## config.mk

```make
export PLATFORM = sky130hd
export DESIGN_NAME = bmc_soft_flat
export DESIGN_NICKNAME = d
export VERILOG_FILES = /design/src/rtl/viterbi_pkg.sv /design/src/rtl/bmc_soft_if.sv /design/src/rtl/bmc_dist.sv /design/src/rtl/bmc_soft.sv /design/src/flat_wrapper.sv
export SDC_FILE = /design/constraint.sdc
export NUM_CORES = 1
export LEC_CHECK = 0
export CAP_MARGIN = 10
export CORE_MARGIN = 2
export CORE_UTILIZATION = 57
export CTS_BUF_LIST = sky130_fd_sc_hd__clkbuf_16
export DETAILED_ROUTE_END_ITERATION = 8
export MAX_ROUTING_LAYER = met4
export PLACE_DENSITY = 0.95
export SLEW_MARGIN = 20
export SYNTH_ARGS = -nofsm -noshare
export SYNTH_HDL_FRONTEND = slang
export SYNTH_SLANG_ARGS = --single-unit
```

## constraint.sdc

```tcl
create_clock -name clk -period 4.2 [get_ports clk]
set_input_delay 0.84 -clock clk [delete_from_list [all_inputs] [get_ports clk]]
set_output_delay 0.84 -clock clk [all_outputs]
set_load 0.01 [all_outputs]
```

## src/rtl/viterbi_pkg.sv

```systemverilog
`default_nettype none
// ============================================================================
// Module      : viterbi_pkg
// Description : Shared types and helpers for the rate-1/2, K=3 Viterbi
//               decoder: default soft width, symbol hypotheses and the
//               per-bit branch distance function.
// Revision    : 1.0 - initial soft-decision release
// ============================================================================
package viterbi_pkg;

    // Default number of bits per received soft value.
    localparam int c_SOFT_W_DEFAULT = 3;

    // Widest soft value the distance helper supports.
    localparam int c_MAX_SOFT_W = 8;

    typedef logic [c_MAX_SOFT_W-1:0] dist_t;

    // Hypothesised transmitted symbol {bit1, bit0}.
    typedef enum logic [1:0] {
        SYM00 = 2'b00,
        SYM01 = 2'b01,
        SYM10 = 2'b10,
        SYM11 = 2'b11
    } sym_t;

    // Distance of received value r (w significant bits) from hypothesis b.
    // Soft: r for b=0, full-scale minus r for b=1.
    // Hard: only the MSB counts, giving either 0 or half-scale.
    // Erased bits carry no information and cost nothing.
    function automatic dist_t bit_dist(
        input dist_t r,
        input int    w,
        input logic  b,
        input logic  hard,
        input logic  erased
    );
        dist_t half;
        dist_t maxv;
        logic  msb;
        dist_t res;
        half = dist_t'(1) << (w - 1);
        maxv = (half << 1) - dist_t'(1);
        msb  = |(r & half);
        if (erased) begin
            res = '0;
        end else if (hard) begin
            res = (msb ^ b) ? half : '0;
        end else begin
            res = b ? (maxv - r) : r;
        end
        return res;
    endfunction

endpackage
`default_nettype wire

```

## src/rtl/bmc_soft_if.sv

```systemverilog
`default_nettype none
// ============================================================================
// Module      : bmc_soft_if
// Description : Received-symbol input stream and branch-metric output stream
//               of the soft branch-metric unit, both valid/ready.
// Revision    : 1.0 - initial soft-decision release
// ============================================================================
interface bmc_soft_if
    import viterbi_pkg::*;
#(
    parameter int SOFT_W = c_SOFT_W_DEFAULT,
    parameter int IDX_W  = 10
);
    localparam int MW = SOFT_W + 1;

    // Input beat
    logic              hard_mode;
    logic              in_valid;
    logic              in_ready;
    logic [SOFT_W-1:0] rx_soft1;
    logic [SOFT_W-1:0] rx_soft0;
    logic [1:0]        erase;
    logic              in_last;

    // Output metrics
    logic              out_valid;
    logic              out_ready;
    logic [MW-1:0]     bm00;
    logic [MW-1:0]     bm01;
    logic [MW-1:0]     bm10;
    logic [MW-1:0]     bm11;
    logic [IDX_W-1:0]  out_idx;
    logic              out_last;

    // Branch-metric unit side
    modport slave (
        input  hard_mode, in_valid, rx_soft1, rx_soft0, erase, in_last,
        input  out_ready,
        output in_ready, out_valid, bm00, bm01, bm10, bm11, out_idx, out_last
    );

    // Symbol source / ACS side
    modport master (
        output hard_mode, in_valid, rx_soft1, rx_soft0, erase, in_last,
        output out_ready,
        input  in_ready, out_valid, bm00, bm01, bm10, bm11, out_idx, out_last
    );

endinterface
`default_nettype wire

```

## src/rtl/bmc_dist.sv

```systemverilog
`default_nettype none
// ============================================================================
// Module      : bmc_dist
// Description : Combinational distance of one received coded bit from both
//               hypotheses (b=0 and b=1).
// Revision    : 1.0 - initial soft-decision release
// ============================================================================
module bmc_dist
    import viterbi_pkg::*;
#(
    parameter int SOFT_W = c_SOFT_W_DEFAULT
) (
    input  wire logic [SOFT_W-1:0] i_r,
    input  wire logic              i_hard,
    input  wire logic              i_erased,
    output logic      [SOFT_W-1:0] o_d0,
    output logic      [SOFT_W-1:0] o_d1
);

    dist_t w_r;
    dist_t w_d0_full;
    dist_t w_d1_full;

    assign w_r       = dist_t'(i_r);
    assign w_d0_full = bit_dist(w_r, SOFT_W, 1'b0, i_hard, i_erased);
    assign w_d1_full = bit_dist(w_r, SOFT_W, 1'b1, i_hard, i_erased);

    assign o_d0 = w_d0_full[SOFT_W-1:0];
    assign o_d1 = w_d1_full[SOFT_W-1:0];

    // Distances never exceed SOFT_W bits; the helper's upper bits are zero.
    generate
        if (SOFT_W < c_MAX_SOFT_W) begin : g_trim
            logic w_unused_hi;
            assign w_unused_hi = ^{w_d0_full[c_MAX_SOFT_W-1:SOFT_W],
                                   w_d1_full[c_MAX_SOFT_W-1:SOFT_W]};
        end
    endgenerate

endmodule
`default_nettype wire

```

## src/rtl/bmc_soft.sv

```systemverilog
`default_nettype none
// ============================================================================
// Module      : bmc_soft
// Description : Soft/hard/punctured branch-metric unit for the rate-1/2,
//               K=3 Viterbi decoder. Two-stage valid/ready pipeline:
//               S1 holds per-bit distances, S2 holds the four metric sums.
//               Tags each symbol with its in-frame index.
// Revision    : 1.0 - initial soft-decision release
// ============================================================================
module bmc_soft
    import viterbi_pkg::*;
#(
    parameter int SOFT_W = c_SOFT_W_DEFAULT,
    parameter int IDX_W  = 10
) (
    input wire logic clk,
    input wire logic rst,
    bmc_soft_if.slave bus
);

    localparam int MW = SOFT_W + 1;

    // Combinational per-bit distances for the incoming beat
    logic [SOFT_W-1:0] w_d1_b0;
    logic [SOFT_W-1:0] w_d1_b1;
    logic [SOFT_W-1:0] w_d0_b0;
    logic [SOFT_W-1:0] w_d0_b1;

    // Handshake
    logic w_s2_adv;
    logic w_s1_adv;
    logic w_accept;

    // Stage 1: distances indexed by hypothesis bit value
    logic              r_s1_valid;
    logic [SOFT_W-1:0] r_s1_d1 [2];
    logic [SOFT_W-1:0] r_s1_d0 [2];
    logic [IDX_W-1:0]  r_s1_idx;
    logic              r_s1_last;

    // Stage 2: metrics indexed by hypothesis symbol
    logic              r_s2_valid;
    logic [MW-1:0]     r_s2_bm [4];
    logic [IDX_W-1:0]  r_s2_idx;
    logic              r_s2_last;

    logic [MW-1:0]     w_sum [4];
    logic [IDX_W-1:0]  r_sym_cnt;

    bmc_dist #(.SOFT_W(SOFT_W)) u_dist1 (
        .i_r      (bus.rx_soft1),
        .i_hard   (bus.hard_mode),
        .i_erased (bus.erase[1]),
        .o_d0     (w_d1_b0),
        .o_d1     (w_d1_b1)
    );

    bmc_dist #(.SOFT_W(SOFT_W)) u_dist0 (
        .i_r      (bus.rx_soft0),
        .i_hard   (bus.hard_mode),
        .i_erased (bus.erase[0]),
        .o_d0     (w_d0_b0),
        .o_d1     (w_d0_b1)
    );

    // A stage may load when it is empty or its content leaves this cycle.
    assign w_s2_adv = ~r_s2_valid | bus.out_ready;
    assign w_s1_adv = ~r_s1_valid | w_s2_adv;
    assign w_accept = bus.in_valid & w_s1_adv;

    // Metric for hypothesis {H1,H0} is d(rx1,H1) + d(rx0,H0).
    always_comb begin
        w_sum[SYM00] = MW'(r_s1_d1[0]) + MW'(r_s1_d0[0]);
        w_sum[SYM01] = MW'(r_s1_d1[0]) + MW'(r_s1_d0[1]);
        w_sum[SYM10] = MW'(r_s1_d1[1]) + MW'(r_s1_d0[0]);
        w_sum[SYM11] = MW'(r_s1_d1[1]) + MW'(r_s1_d0[1]);
    end

    // Stage 1: capture distances and frame tags of an accepted beat
    always_ff @(posedge clk) begin
        if (rst) begin
            r_s1_valid <= 1'b0;
            r_s1_d1    <= '{default: '0};
            r_s1_d0    <= '{default: '0};
            r_s1_idx   <= '0;
            r_s1_last  <= 1'b0;
        end else if (w_s1_adv) begin
            r_s1_valid <= bus.in_valid;
            if (bus.in_valid) begin
                r_s1_d1[0] <= w_d1_b0;
                r_s1_d1[1] <= w_d1_b1;
                r_s1_d0[0] <= w_d0_b0;
                r_s1_d0[1] <= w_d0_b1;
                r_s1_idx   <= r_sym_cnt;
                r_s1_last  <= bus.in_last;
            end
        end
    end

    // Stage 2: register the four sums when the output slot frees up
    always_ff @(posedge clk) begin
        if (rst) begin
            r_s2_valid <= 1'b0;
            r_s2_bm    <= '{default: '0};
            r_s2_idx   <= '0;
            r_s2_last  <= 1'b0;
        end else if (w_s2_adv) begin
            r_s2_valid <= r_s1_valid;
            if (r_s1_valid) begin
                r_s2_bm   <= w_sum;
                r_s2_idx  <= r_s1_idx;
                r_s2_last <= r_s1_last;
            end
        end
    end

    // Symbol index: advance per accepted beat, restart after the frame end
    always_ff @(posedge clk) begin
        if (rst) begin
            r_sym_cnt <= '0;
        end else if (w_accept) begin
            r_sym_cnt <= bus.in_last ? '0 : r_sym_cnt + IDX_W'(1);
        end
    end

    assign bus.in_ready  = w_s1_adv;
    assign bus.out_valid = r_s2_valid;
    assign bus.bm00      = r_s2_bm[SYM00];
    assign bus.bm01      = r_s2_bm[SYM01];
    assign bus.bm10      = r_s2_bm[SYM10];
    assign bus.bm11      = r_s2_bm[SYM11];
    assign bus.out_idx   = r_s2_idx;
    assign bus.out_last  = r_s2_last;

endmodule
`default_nettype wire

```

## src/flat_wrapper.sv

```systemverilog
// flat-port wrapper written by rule: the top's interface ports become plain ports
module bmc_soft_flat import viterbi_pkg::*;
#(
    parameter int SOFT_W = c_SOFT_W_DEFAULT,
    parameter int IDX_W  = 10
)
  (clk, rst, bus_hard_mode, bus_in_valid, bus_rx_soft1, bus_rx_soft0, bus_erase, bus_in_last, bus_out_ready, bus_in_ready, bus_out_valid, bus_bm00, bus_bm01, bus_bm10, bus_bm11, bus_out_idx, bus_out_last);
  bmc_soft_if #(.SOFT_W(SOFT_W), .IDX_W(IDX_W)) bus_i ();
  input wire logic clk;
  input wire logic rst;
  input wire logic [$bits(bus_i.hard_mode)-1:0] bus_hard_mode;
  input wire logic [$bits(bus_i.in_valid)-1:0] bus_in_valid;
  input wire logic [$bits(bus_i.rx_soft1)-1:0] bus_rx_soft1;
  input wire logic [$bits(bus_i.rx_soft0)-1:0] bus_rx_soft0;
  input wire logic [$bits(bus_i.erase)-1:0] bus_erase;
  input wire logic [$bits(bus_i.in_last)-1:0] bus_in_last;
  input wire logic [$bits(bus_i.out_ready)-1:0] bus_out_ready;
  output wire logic [$bits(bus_i.in_ready)-1:0] bus_in_ready;
  output wire logic [$bits(bus_i.out_valid)-1:0] bus_out_valid;
  output wire logic [$bits(bus_i.bm00)-1:0] bus_bm00;
  output wire logic [$bits(bus_i.bm01)-1:0] bus_bm01;
  output wire logic [$bits(bus_i.bm10)-1:0] bus_bm10;
  output wire logic [$bits(bus_i.bm11)-1:0] bus_bm11;
  output wire logic [$bits(bus_i.out_idx)-1:0] bus_out_idx;
  output wire logic [$bits(bus_i.out_last)-1:0] bus_out_last;
  assign bus_i.hard_mode = bus_hard_mode;
  assign bus_i.in_valid = bus_in_valid;
  assign bus_i.rx_soft1 = bus_rx_soft1;
  assign bus_i.rx_soft0 = bus_rx_soft0;
  assign bus_i.erase = bus_erase;
  assign bus_i.in_last = bus_in_last;
  assign bus_i.out_ready = bus_out_ready;
  assign bus_in_ready = bus_i.in_ready;
  assign bus_out_valid = bus_i.out_valid;
  assign bus_bm00 = bus_i.bm00;
  assign bus_bm01 = bus_i.bm01;
  assign bus_bm10 = bus_i.bm10;
  assign bus_bm11 = bus_i.bm11;
  assign bus_out_idx = bus_i.out_idx;
  assign bus_out_last = bus_i.out_last;
  bmc_soft #(.SOFT_W(SOFT_W), .IDX_W(IDX_W)) u_core (.clk(clk), .rst(rst), .bus(bus_i));
endmodule
```

==> impl_metrics.tcl, run 1 <==
set metrics [dict create \
    outcome "complete, no violations" \
    cts.repair.resized 0 \
    fill_cells 353 \
    yosysTopAreaCell "dfxtp_1" \
    swShare_pct 22.9 \
    clockBufferDepth 2 \
    ant_nets 0 \
    yosysWarnings 0 \
    combPwrFrac_pct 7.4 \
    area_delta_synth_final_pct 23.8 \
    hold_violations 0 \
    initial_core_util_pct 59.3 \
    synthCells 324 \
    switching_power_uw 326 \
    final_nets 382 \
    grt_pass1_wl_mm 11.4 \
    drive_gt1_share_pct 5.63 \
    die_w_um 74.3 \
    synth_area_leaders "dfxtp_1 (44%), a21oi_1 (12%), o21ai_0 (8.2%)" \
    worst_slack_ns 0.836 \
    syn-num-nets 355 \
    worst_pin_slew_ns 1.02 \
    cts_tree "yes" \
    hold_class "reg -> reg" \
    cts_hold_buffers 0 \
    cts_buffers 9 \
    crit_fanout 27 \
    ir_worst_vdd_mv 0.264 \
    antenna_cells 0 \
    min_period_ns 3.36 \
    port_buffers 42 \
    startpoint_type "input pin" \
    multi_input_comb_area_mm2 0.00140 \
    cts.sink_count 62 \
    slew_headroom_pct 31.7 \
    setup_viol 0 \
    p_leak_uw 0.00120 \
    drc_errors 0 \
    slew_violations 0 \
    die_h_um 74.3 \
    boundaryPins 43 \
    ys_types 29 \
    detail_route.vias_per_cell 6.36 \
    fin_crit_sh_pct 80.1 \
    drv_cap 0 \
    synth-seq-cells 62 \
    preCtsSetupSlack_ns 0.870 \
    clockRootBuffer "clkbuf_16" \
    num_rows 25 \
    drt_first_pass_iters 5 \
    p_per_area_mw_per_mm2 407 \
    rsz0062_at_grt "no" \
    die_area_mm2 0.00552 \
    hpwl_mm 4.24 \
    netlist.area_leader.share_pct 44.0 \
    wl_per_cell_um 17.0 \
    htreeDepth 3 \
    first_global_vias 2428 \
    grt_usage_pct 28.1 \
    yosysSeqAreaShare_pct 44.0 \
    pwr-share-seq_pct 43.1 \
    worstHoldStart "u_core.r_s1_idx[8]$_SDFFE_PP0P_" \
    synth_ff_type "dfxtp_1" \
    yosysMostFrequentCell "a21oi_1" \
    synth_area_mm2 0.00282 \
    vias 2684 \
    routed_wl_mm 7.16 \
    critPathCaptureType "output port" \
    antenna_found_initial 0 \
    internal-power_uw 1090 \
    skew_ns 0.00472 \
    synth_common_cells "a21oi_1 (65), dfxtp_1 (62), o21ai_0 (46)" \
    routabilityCongestion 0.807 \
    cts_setup_buffers 0 \
    avgSynthCellArea_um2 8.70 \
    crit_arrival_ns 2.52 \
    worstSkewPairLatency_ns 0.33 \
    tns_ns 0 \
    register_area_mm2 0.00124 \
    synth_edf_count 0 \
    p_clk_share_pct 49.5 \
    grt_overflow 0 \
    max_freq_ghz 0.297 \
    worstPathRequired_ns 3.36 \
    drtIter0Drc 325 \
    crit_type "in -> out" \
    clk_pin_slew_ns 0.05 \
    async_flop_share_pct 0 \
    grt_max_degree 58 \
    startpoint "bus_out_ready" \
    r2r-start "u_core.r_s1_valid$_SDFFE_PP0P_" \
    fp.coreArea_mm2 0.00475 \
]
## area by class of cell
cell class / instances / share of cell area (%)
flip-flops and latches: 62 / 35.6
clock buffers: 9 / 6.46
multi-input cells: 220 / 40.1
inverters: 13 / 1.40
well taps: 67 / 2.40
repair buffers: 45 / 12.6
clock inverters: 6 / 1.54
## path summary, 6_finish.rpt
check                                            end  slack [ns]  depth (start not counted)
setup / recovery                        bus_in_ready        0.84                          4
hold / removal    u_core.bus.out_idx[8]$_SDFFE_PP0P_        0.47                          2
setup reg to reg     u_core.bus.bm00[1]$_SDFFE_PP0P_        2.37                          4
hold reg to reg   u_core.bus.out_idx[8]$_SDFFE_PP0P_        0.47                          2
## cells by family (layout without fill, tap and decap cells)
logic type	Yosys count	count (layout)	share of synthesized area, %
AOI/OAI and AO/OA	131	131	25.3
muxes	1	1	0.355
and+or+nand+nor	67	67	14.1
buffers and inverters	42	73	6.35
xor gates and xnor gates	4	4	1.24
DFF	62	62	44.0
adders and majority gates	17	17	8.61
## per-stage QoR
| step | std cells | hold WS, ns | util, % | total power [uW] | cell area [um2] |
|---|---|---|---|---|---|
| floorplan | 324 | 0.440 | - | 682 | 2820 |
| global placement | 407 | 0.450 | 67.5 | 720 | 3210 |
| detailed placement | 407 | 0.458 | 67.5 | 725 | 3210 |
| CTS | 422 | 0.466 | 73.4 | 1420 | 3490 |
| global route | 422 | 0.504 | 73.4 | 1450 | 3490 |
| finish | 422 | 0.467 | 73.4 | 1420 | 3490 |
## flip-flops by register name (all words and copies together), names as in the netlist, 4 cells and up
register / count
u_core.bus.bm00: 4
u_core.bus.bm01: 4
u_core.bus.bm10: 4
u_core.bus.bm11: 4
u_core.bus.out_idx: 10
u_core.r_s1_d0: 6
u_core.r_s1_d1: 6
u_core.r_s1_idx: 10
u_core.r_sym_cnt: 10
## layer usage
layer | up-vias | part of all wire [%] | global-route usage [%] | routed length, um
met2 | 132 | 50 | 43.2 | 3550
met3 | 22 | 6.5 | 6.23 | 463
li1 | 1250 | - | - | -
met5 | - | 0 | - | 0
met4 | 0 | 2.9 | 13.9 | 209
met1 | 1280 | 41 | 34.9 | 2940
## power by group through the flow
stage | sequential, uW | combinational, uW | clock, uW
2_1_floorplan | 625 | 56.8 | 0
3_3_place_gp | 623 | 97.9 | 0
3_5_place_dp | 623 | 101 | 0
4_1_cts | 611 | 103 | 702
5_1_grt | 613 | 113 | 726
6_report | 612 | 105 | 703
## critical path, stage by stage
cell and delay (ns):
clkdlybuf4s50_1 0.48, and3b_1 0.20, inv_2 0.37, clkdlybuf4s50_1 0.63
## cells in the final DEF, fill, tap and decap left out, types with 4 or more instances in the layout
master / instances
a21oi_1: 65
clkdlybuf4s50_1: 41
xnor2_1: 4
nand4_1: 9
nand3_1: 32
dfxtp_1: 62
fa_1: 4
clkinv_2: 4
or4_1: 8
ha_1: 13
a21o_1: 4
clkbuf_16: 9
a211oi_1: 8
o21ai_0: 46
nand4b_1: 7
inv_1: 12
o31ai_1: 5
Power figures use the tool's default switching activity.
==> run 2: changes to the inputs <==
- CORE_UTILIZATION: 57 -> 48
- PLACE_DENSITY: 0.95 -> 0.87
- clock period: 4.2 -> 2.9 ns (I/O delays scaled with it)
==> run 2 against run 1 <==
Net effect:
- cell count up 2.4%
- routed wire length down 3.4%
- die area up 18%
- power up 44%
- sequential power up 45%
- clock power up 44%
- count of clock-buffer cells in the layout unchanged
- critical path type unchanged
==> impl_metrics.tcl, run 2 (synthesized netlist as in run 1, its figures left out) <==
set metrics [dict create \
    clk_pin_slew_ns 0.05 \
    antenna_cells 0 \
    min_period_ns 2.46 \
    cts_setup_buffers 0 \
    area_delta_synth_final_pct 25.4 \
    rsz0062_at_grt "no" \
    die_h_um 80.6 \
    startpoint_type "input pin" \
    drv_cap 0 \
    clockBufferDepth 2 \
    cts.sink_count 62 \
    cts_tree "yes" \
    antenna_found_initial 0 \
    preCtsSetupSlack_ns 0.459 \
    slowest_stage "clkdlybuf4s50_1" \
    crit_type "in -> out" \
    final_cell_mix "a21oi_1 (65), dfxtp_1 (62), o21ai_0 (46)" \
    crit_arrival_ns 1.88 \
    max_freq_ghz 0.406 \
    first_global_vias 2386 \
    setup_viol 0 \
    skew_ns 0.00352 \
    worstPathRequired_ns 2.32 \
    p_per_area_mw_per_mm2 580 \
    initial_core_util_pct 50.5 \
    boundaryPins 43 \
    cts_hold_buffers 0 \
    hold_violations 0 \
    fin_crit_sh_pct 84.8 \
    cts.repair.resized 0 \
    drc_errors 0 \
    critPathMaxStageDelay_ns 0.52 \
    port_buffers 42 \
    clockRootBuffer "clkbuf_16" \
    worst_slack_ns 0.439 \
    fill_cells 456 \
    wl_per_cell_um 16.0 \
    drtIter0Drc 167 \
    cp_cell_sequence "clkdlybuf4s50_1 > and3b_1 > inv_2 > clkdlybuf4s50_1" \
    critPathCaptureType "output port" \
    die_w_um 80.6 \
    routabilityCongestion 0.839 \
    die_area_mm2 0.00650 \
    cts_buffers 9 \
    num_rows 27 \
    ant_nets 0 \
    place_inst 417 \
    drive_gt1_share_pct 6.67 \
    grt_max_degree 44 \
    htreeDepth 3 \
    fp.coreArea_mm2 0.00557 \
    grt_usage_pct 23.3 \
    hpwl_mm 4.49 \
    crit_fanout 3 \
    final_nets 387 \
    instances_no_fill 432 \
    hold_slack_ns 0.477 \
    vias 2599 \
    worstSkewPairLatency_ns 0.33 \
    outcome "complete, no violations" \
    p_leak_uw 0.00122 \
    worst_pin_slew_ns 0.579 \
    slew_headroom_pct 61.4 \
    hold_class "reg -> reg" \
    grt_pass1_wl_mm 11.3 \
    cpMostUsedCell "clkdlybuf4s50_1" \
    routed_wl_mm 6.92 \
    drt_first_pass_iters 5 \
    grt_overflow 0 \
    tns_ns 0 \
    layout_commonest_cell "a21oi_1" \
    slew_violations 0 \
    detail_route.vias_per_cell 6.02 \
    ir_worst_vdd_mv 0.351 \
]
## run 2: changes by cell type in the layout (fill, tap and decap cells not counted)
cell        delta
buf_4          +5
clkinv_2       -2
inv_1          +1
clkinvlp_4     +1
## run 2: final timing paths
check | start | endpoint | slack, ns | cells past startpoint
max | bus_out_ready | bus_in_ready | 0.44 | 4
min | u_core.bus.bm11[2]$_SDFFE_PP0P_ | u_core.bus.bm11[2]$_SDFFE_PP0P_ | 0.48 | 2
max reg2reg | u_core.r_s1_valid$_SDFFE_PP0P_ | u_core.bus.bm11[1]$_SDFFE_PP0P_ | 1.14 | 4
min reg2reg | u_core.bus.bm11[2]$_SDFFE_PP0P_ | u_core.bus.bm11[2]$_SDFFE_PP0P_ | 0.48 | 2
## run 2: power breakdown
| group | internal [uW] | leakage (uW) | switching, uW |
|---|---|---|---|
| logic | 65.6 | 0.000576 | 87.7 |
| clock network | 649 | 0.000140 | 360 |
| registers | 873 | 0.000503 | 13.7 |
| total | 1590 | 0.00122 | 462 |
## run 2: final cells by class
class                      count  area, um2  area share, %
clock buffer                   9        225           6.37
sequential                    62       1240           35.1
timing repair buffer          50        475           13.5
inverter                      13       48.8           1.38
tap                           72       90.1           2.55
clock inverter                 6       55.1           1.56
multi-input combinational    220       1400           39.6
## run 2: worst max-delay path, delay by kind of cell
family / cells / cell delay, ns
buf+inv: 3 / 1.07
simple gates: 1 / 0.22
## run 2: layer usage
| layer | global-route usage (%) | vias to the layer above | wire length (um) |
|---|---|---|---|
| met5 | - | - | 0 |
| met4 | 13.2 | 0 | 170 |
| met3 | 4.16 | 18 | 410 |
| met2 | 36.4 | 104 | 3330 |
| met1 | 28.4 | 1220 | 3000 |
| li1 | - | 1257 | - |
## run 2: metrics by stage
step | instance area [um2] | util (%) | power (uW)
after floorplan | 2820 | - | 987
after global placement | 3250 | 58.4 | 1050
after detailed placement | 3250 | 58.4 | 1050
after CTS | 3530 | 63.4 | 2060
after global routing | 3530 | 63.4 | 2110
final | 3530 | 63.4 | 2050
